$ cat config.mk
export PLATFORM = sky130hd
export DESIGN_NAME = alu_exec_unit
export DESIGN_NICKNAME = d
export VERILOG_FILES = /design/src/rtl/alu_exec_unit.sv
export SDC_FILE = /design/constraint.sdc
export NUM_CORES = 1
export LEC_CHECK = 0
export CORE_ASPECT_RATIO = 1.4
export CORE_UTILIZATION = 45
export CTS_CLUSTER_DIAMETER = 60
export DETAILED_ROUTE_END_ITERATION = 8
export PLACE_DENSITY_LB_ADDON = 0.25
export SYNTH_ARGS = -nofsm -noshare
export SYNTH_HDL_FRONTEND = slang
export SYNTH_SLANG_ARGS = --single-unit
$ cat constraint.sdc
create_clock -name clk_i -period 7.05 [get_ports clk_i]
set_input_delay 2.115 -clock clk_i [delete_from_list [all_inputs] [get_ports clk_i]]
set_output_delay 2.115 -clock clk_i [all_outputs]
set_load 0.01 [all_outputs]
$ cat src/rtl/alu_exec_unit.sv
`default_nettype none
// ============================================================================
// Module   : alu_exec_unit
// Summary  : Multi-cycle integer ALU with valid/ready handshake and iterative shifter.
// Revision : 1.0
// ============================================================================
module alu_exec_unit #(
    parameter int XLEN       = 32,
    parameter int SHIFT_STEP = 1
) (
    input  logic            clk_i,
    input  logic            rst_i,
    input  logic            flush_i,
    input  logic            valid_i,
    output logic            ready_o,
    input  logic [3:0]      alu_ctrl_i,
    input  logic [XLEN-1:0] op_a_i,
    input  logic [XLEN-1:0] op_b_i,
    output logic            valid_o,
    input  logic            ready_i,
    output logic [XLEN-1:0] result_o,
    output logic            zero_o,
    output logic            busy_o
);

    localparam int SW = $clog2(XLEN);
    localparam int CW = SW + 1;
    localparam logic [CW-1:0] STEP = CW'(SHIFT_STEP);

    localparam logic [1:0] K_SLL = 2'b00;
    localparam logic [1:0] K_SRA = 2'b10;

    typedef enum logic [1:0] {
        IDLE  = 2'd0,
        SHIFT = 2'd1,
        DONE  = 2'd2
    } state_t;

    state_t          state, state_nx;
    logic [XLEN-1:0] acc, acc_nx;
    logic [CW-1:0]   cnt, cnt_nx;
    logic [1:0]      kind, kind_nx;
    logic            sign, sign_nx;
    logic [XLEN-1:0] result_nx;
    logic            zero_nx;

    logic [SW-1:0]   shamt;
    logic            is_shift;
    logic            accept;
    logic [XLEN-1:0] alu_res;
    logic [CW-1:0]   step_n;
    logic [XLEN-1:0] fill;
    logic [XLEN-1:0] shifted;

    assign shamt    = op_b_i[SW-1:0];
    assign is_shift = (alu_ctrl_i == 4'b0100) || (alu_ctrl_i == 4'b0101) ||
                      (alu_ctrl_i == 4'b0110);
    assign ready_o  = (state == IDLE) && !rst_i;
    assign accept   = valid_i && ready_o && !flush_i;
    assign valid_o  = (state == DONE);
    assign busy_o   = (state != IDLE);

    // Single-cycle datapath; shifts only reach here with a zero shift amount.
    always_comb begin
        alu_res = op_a_i + op_b_i;
        case (alu_ctrl_i)
            4'b0001: alu_res = op_a_i & op_b_i;
            4'b0010: alu_res = op_a_i | op_b_i;
            4'b0011: alu_res = op_a_i ^ op_b_i;
            4'b0100,
            4'b0101,
            4'b0110: alu_res = op_a_i;
            4'b0111: alu_res = op_a_i - op_b_i;
            4'b1000: alu_res = {{(XLEN-1){1'b0}}, (op_a_i < op_b_i)};
            4'b1001: alu_res = {{(XLEN-1){1'b0}}, ($signed(op_a_i) < $signed(op_b_i))};
            default: alu_res = op_a_i + op_b_i;
        endcase
    end

    // One shifter step of min(cnt, STEP) positions; SRA fills with the latched sign.
    always_comb begin
        step_n  = (cnt < STEP) ? cnt : STEP;
        fill    = sign ? ~({XLEN{1'b1}} >> step_n) : '0;
        shifted = acc >> step_n;
        if (kind == K_SLL) begin
            shifted = acc << step_n;
        end else if (kind == K_SRA) begin
            shifted = (acc >> step_n) | fill;
        end
    end

    always_comb begin
        state_nx  = state;
        acc_nx    = acc;
        cnt_nx    = cnt;
        kind_nx   = kind;
        sign_nx   = sign;
        result_nx = result_o;
        zero_nx   = zero_o;
        if (flush_i) begin
            state_nx = IDLE;
        end else begin
            case (state)
                IDLE: begin
                    if (accept) begin
                        if (is_shift && (shamt != '0)) begin
                            acc_nx   = op_a_i;
                            cnt_nx   = {1'b0, shamt};
                            kind_nx  = alu_ctrl_i[1:0];
                            sign_nx  = op_a_i[XLEN-1];
                            state_nx = SHIFT;
                        end else begin
                            result_nx = alu_res;
                            zero_nx   = (alu_res == '0);
                            state_nx  = DONE;
                        end
                    end
                end
                SHIFT: begin
                    acc_nx = shifted;
                    cnt_nx = cnt - step_n;
                    if (cnt <= STEP) begin
                        result_nx = shifted;
                        zero_nx   = (shifted == '0);
                        state_nx  = DONE;
                    end
                end
                DONE: begin
                    if (ready_i) begin
                        state_nx = IDLE;
                    end
                end
                default: state_nx = IDLE;
            endcase
        end
    end

    always_ff @(posedge clk_i or posedge rst_i) begin
        if (rst_i) begin
            state    <= IDLE;
            acc      <= '0;
            cnt      <= '0;
            kind     <= '0;
            sign     <= 1'b0;
            result_o <= '0;
            zero_o   <= 1'b0;
        end else begin
            state    <= state_nx;
            acc      <= acc_nx;
            cnt      <= cnt_nx;
            kind     <= kind_nx;
            sign     <= sign_nx;
            result_o <= result_nx;
            zero_o   <= zero_nx;
        end
    end

endmodule
`default_nettype wire
# Word-level counts from Yosys, hierarchy flattened
# Index checks and enable logic that the tools add are counted.
# classes
add_sub_neg	3
n_lt_le_gt_ge	4
n_eq_ne	19
shift	3
muxes	25
bitwise_logic	6
reduce_logical	20
# op_table
cell	count
32-bit 2-to-1 mux	8
32-bit case mux with 7 select lines	1
32-bit case mux with 2 select lines	2
32-bit logical NOT	2
32-bit < comparator	2
32-bit bitwise OR	2
32-bit adder	1
32-bit bitwise AND	1
32-bit inverter	1
32-bit by 6-bit left shift with 32-bit output	1
32-bit by 6-bit right shift with 32-bit output	1
32-bit by 6-bit right shift with 32-bit output, first input constant	1
32-bit subtractor	1
32-bit XOR	1
6-bit 2-to-1 mux	3
4-bit by 3-bit equality test with 1-bit output, second input constant	4
6-bit case mux with 2 select lines	1
2-bit 2-to-1 mux	5
4-bit by 2-bit equality test with 1-bit output, second input constant	2
4-bit equality test, second input constant	2
4-bit AND reduction	2
6-bit by 1-bit less-or-equal comparator with 1-bit output, second input constant	1
6-bit by 1-bit < comparator with 1-bit output, second input constant	1
2-bit != test, second input constant	3
other kinds (20)	31
# word_totals
ff_bits	76
input_bits	73
output_inout_bits	36
word_cells	87

# Depth between registers and ports, before layout
# Gate-level depths: netlist of the first run.
# logic_depth
ltp_word	11
mapped_depth	16
mapped_depth_nobuf	16

# Worst setup path before layout of the first run
# Ideal clock, no wire load.
# synth_path
path_kind	in2reg
start	input rst_i
end	register zero_o
setup_ns	0.076
arrival_time_ns	6.277
t_required_ns	6.974
path_slack_ns	0.697
cell_stages	11
path_buffers	0
cell_sequence	inv_1 > nand4b_4 > a211oi_4 > o221ai_2 > nor4_2 > nand4_1 > or4b_1 > or4_1 > nor4_1 > nand4_1 > o21ai_1
# synth_between
elab_chain_cells	6
# synth_lines
element	line_no	rtl
from (decl)	12	input logic rst_i,
1-bit logical NOT (no source line)	--	
1-bit logical AND	58	assign ready_o = (state == IDLE) && !rst_i;
1-bit logical AND (2 in series)	59	assign accept = valid_i && ready_o && !flush_i;
2-bit != test (no source line)	--	
5-bit AND reduction (no source line)	--	
to (signal assigned)	154	zero_o <= zero_nx;
to (decl)	22	output logic zero_o,
# Every way passes these cells.
# A chain may end at the register's enable or synchronous reset.

# Worst setup path in the final report of the first run
# layout_path
start	input op_a_i[11]
end	register zero_o
# layout_between
elab_chain_cells	6
word_cells_on_any_way	12
# layout_lines
element	line_no	rtl
from (decl)	17	input logic [XLEN-1:0] op_a_i,
32-bit adder (tied with other cells)	76	default: alu_res = op_a_i + op_b_i;
32-bit case mux with 7 select lines (*)	66	case (alu_ctrl_i)
32-bit logical NOT (*)	114	zero_nx = (alu_res == '0);
1-bit 2-to-1 mux (*)	106	if (is_shift && (shamt != '0)) begin
1-bit 2-to-1 mux (*)	105	if (accept) begin
1-bit case mux with 2 select lines (*)	103	case (state)
# Mark *: on every way between the ends. The rest lies on a longest branch, timed or not. The select of a mux whose other input is x is not followed.

==> impl_metrics.toml, run 1 <==
[yosys]
synthMuxAreaShare = 0.0307
yosys_warnings = 0
ys_types = 94
synthCells = 1440
synthFlopType = "dfrtp_1"
yosysTopAreaCell = "dfrtp_1"
synth_top_area_frac = 0.186
ys_seq_area_frac = 0.186
avgSynthCellArea_um2 = 7.09
synthXorXnorAreaFrac = 0.00601
yosys-top-cells-area = "dfrtp_1 (19%), ha_1 (12%), a21oi_1 (7.5%)"
async_flop_share = 1.00
synth_seq_cells = 76
synth-adder-area-share = 0.123
synth-compound-area-share = 0.351
synth_edf_count = 0
syn-cell-area_um2 = 10200
synthSimpleGateAreaFrac = 0.219
postSynthNetCount = 1612
synth_top_family_by_area = "compound AO/OA/AOI/OAI gates"

[worst_setup_path]
worstPathRequired_ns = 7.32
slowest_delay_ns = 0.69
arrival_ns = 7.17
crit_path_top_delay_cell = "clkdlybuf4s50_1"
cp-start-kind = "input port"
cp_top_family = "simple AND/OR/NAND/NOR gates"
critPathBufInv = 3
crit_chain = "clkdlybuf4s50_1 > inv_1 > ha_1 > nor4_1 > nand2_1 > o311ai_1 > buf_4 > o211ai_1 > nand3_1 > a211o_1 > o21ai_0 > or4_1 > or4_1 > nor4_1 > nand4_1 > o21ai_1"
end_kind = "flip-flop"
cp_max_fo = 13
crit_type = "in -> reg"

[clock_tree]
ctsRootBufferMaster = "clkbuf_16"
numCtsBuffers = 9
clk_pin_slew_ns = 0.06
post_cts_resized = 0
hold_buffers = 0
clk_latency_ns = 0.34
cts_setup_buffers = 0
cts_tree = "done"
cts_sinks = 76
htree_levels = 3
clk_path_buf_depth = 2

[global_routing]
grt.total_usage = 0.364
grt_max_degree = 78
grt.busiest_layer = "met2"
grt_pass1_vias = 11086
met3_usage = 0.0333
met1_usage = 0.455
grt_pass1_wl_um = 64100
antenna_found_initial = 0
grt_overflow = 0
use_met2 = 0.601

[die]
fp.dieH_um = 180
start_util = 0.463
die_x_um = 129
core_region_area_um2 = 22000
core.rowCount = 64
die-area_um2 = 23300
boundaryPins = 109

[power_and_ir_drop]
p_seq_frac = 0.290
comb_power_share = 0.564
power.internal_mw = 1.56
p_switching_mw = 1.37
powerDensity_nw_per_um2 = 247
p_sw_frac = 0.468
vdd_ir_drop_max_mv = 0.264
p_leak_nw = 5.11
power.share.clock = 0.146
power_mw = 2.93

[timing]
max-slew-margin-rel = 0.334
clock.fmax_ghz = 0.145
rsz0062_at_grt = "false"
finalHoldViolations = 0
fin_skew_ns = 0.00534
period_share = 0.979
finalSetupTns_ns = 0
setup_violations = 0
finalCriticalPeriod_ns = 6.90
worst_pin_slew_ns = 0.998
drv_slew = 0

[layout]
diodes = 0
filler_cell_count = 2200
multi_input_area_um2 = 7480
nets = 1682
syn_to_final_growth_pct = 16.3
ff_latch_area_um2 = 1900
drive_above_1_share = 0.0772

[drt]
drt_first_iter_violations = 1380
dr.pass1.iters = 5
viasPerCell = 6.45
wl_um = 42300
vias = 11683
post_drt_wl_per_cell_um = 23.3
route.detailed.drc = 0
drtAntennaViolNets = 0

[worst_hold_path]
hold_path.class = "reg -> reg"

[place]
port_buffers = 108
place_congestion = 1.01
hpwl_um = 32900

[run]
maxCapViolations = 0

[status]
outcome = "finished, final reports clean"
-- layer usage --
metal / vias up / part of all wire
met1: 5505 / 0.40
met5: - / 0
met2: 632 / 0.47
met4: 0 / 0.065
li1: 5380 / -
met3: 166 / 0.067
-- worst paths after layout --
path | start | endpoint | slack, ns | cells past startpoint
max | op_a_i[11] | zero_o$_DFFE_PP0P_ | 0.15 | 16
max reg2reg | cnt[3]$_DFFE_PP0P_ | zero_o$_DFFE_PP0P_ | 3.14 | 12
min in group asynchronous | rst_i | result_o[2]$_DFFE_PP0P_ | 2.45 | 3
min | result_o[13]$_DFFE_PP0P_ | result_o[13]$_DFFE_PP0P_ | 0.46 | 2
min reg2reg | result_o[13]$_DFFE_PP0P_ | result_o[13]$_DFFE_PP0P_ | 0.46 | 2
max in group asynchronous | rst_i | acc[21]$_DFFE_PP0P_ | 3.93 | 3
-- power by group through the flow --
| stage | registers [mW] | logic (mW) | clock network [mW] |
|---|---|---|---|
| 3_3_place_gp | 0.842 | 1.61 | 0 |
| 4_1_cts | 0.844 | 1.63 | 0.429 |
| 2_1_floorplan | 0.807 | 0.994 | 0 |
| 3_5_place_dp | 0.847 | 1.62 | 0 |
| 6_report | 0.848 | 1.65 | 0.426 |
| 5_1_grt | 0.873 | 1.79 | 0.444 |
-- layout by cell type, fill, tap and decap left out, drive strengths merged, types with 20 or more instances in the layout --
cell           Yosys  routed
ha                97      97
nand3             21      21
nor3              20      20
clkdlybuf4s50      0     108
mux2i             20      20
nor2             142     142
a211oi            20      20
nand2            164     164
dfrtp             76      76
o21ai            145     145
a21oi            153     153
nor2b             21      21
inv              108     107
buf               19      47
nor4              22      22
a221oi            24      24
-- worst reg2reg max path, cell delays in order, from the launching register on --
cell	delay, ns
dfrtp_1	0.39
or3_1	0.48
nor3_1	0.29
nand2_1	0.16
a211oi_4	0.31
o221ai_2	0.13
nor4_2	0.26
nand4_1	0.17
or4b_1	0.51
or4_1	0.52
nor4_1	0.32
nand4_1	0.13
o21ai_1	0.18
-- layout make-up --
class / count / area share
Clock buffer: 11 / 0.0205
Clock inverter: 5 / 0.00232
Inverter: 109 / 0.0346
Multi-Input combinational cell: 1159 / 0.630
Sequential cell: 76 / 0.160
Tap cell: 297 / 0.0313
Timing Repair Buffer: 155 / 0.121
-- through the flow --
stage / setup slack [ns] / cells / cell area, µm² / hold slack, ns / util
2_1_floorplan: 0.697 / 1440 / 10200 / 0.464 / -
3_3_place_gp: 0.0917 / 1796 / 11600 / 0.450 / 0.527
3_5_place_dp: -0.0590 / 1796 / 11600 / 0.454 / 0.527
4_1_cts: 0.289 / 1812 / 11900 / 0.467 / 0.539
5_1_grt: 0.102 / 1812 / 11900 / 0.488 / 0.539
6_report: 0.151 / 1812 / 11900 / 0.464 / 0.539
-- logic make-up (layout without fill, tap and decap cells) --
logic type,after synthesis,in the layout
mux,30,30
xor+xnor,7,7
buf+inv,205,280
flops,76,76
simple gates,474,474
fa+ha+maj,99,99
compound gates,549,549
-- sequential cells by signal (all words and copies together) (netlist names) --
signal / flops
cnt: 6
zero_o: 1
result_o: 32
acc: 32
sign: 1
state: 2
kind: 2
-- cells in the mapped netlist (15+ instances only) --
cell type / count
nor2_1: 141
nor2b_1: 21
inv_1: 107
a21oi_1: 153
o211ai_1: 15
clkbuf_1: 72
nand3_1: 21
a21o_1: 15
o21ai_0: 140
a221oi_1: 24
nand2_1: 163
o31ai_1: 17
a211oi_1: 19
nand4_1: 15
ha_1: 97
nor3_1: 20
a22oi_1: 15
dfrtp_1: 76
mux2i_1: 20
nand2b_1: 15
nor4_1: 21
Power figures use the tool's default switching activity.
==> inputs of run 2 (changes only) <==
CAP_MARGIN = 20   (was not set)
CTS_CLUSTER_DIAMETER = 80   (was 60)
==> results of run 2 <==
Same layout as run 1: the final DEF is identical, and so are final timing and power.
==> inputs of run 3 (changes only) <==
ABC_CLOCK_PERIOD_IN_PS = 7050   (was not set)
==> results of run 3 <==
Same layout as run 1: the final DEF is identical, and so are final timing and power.
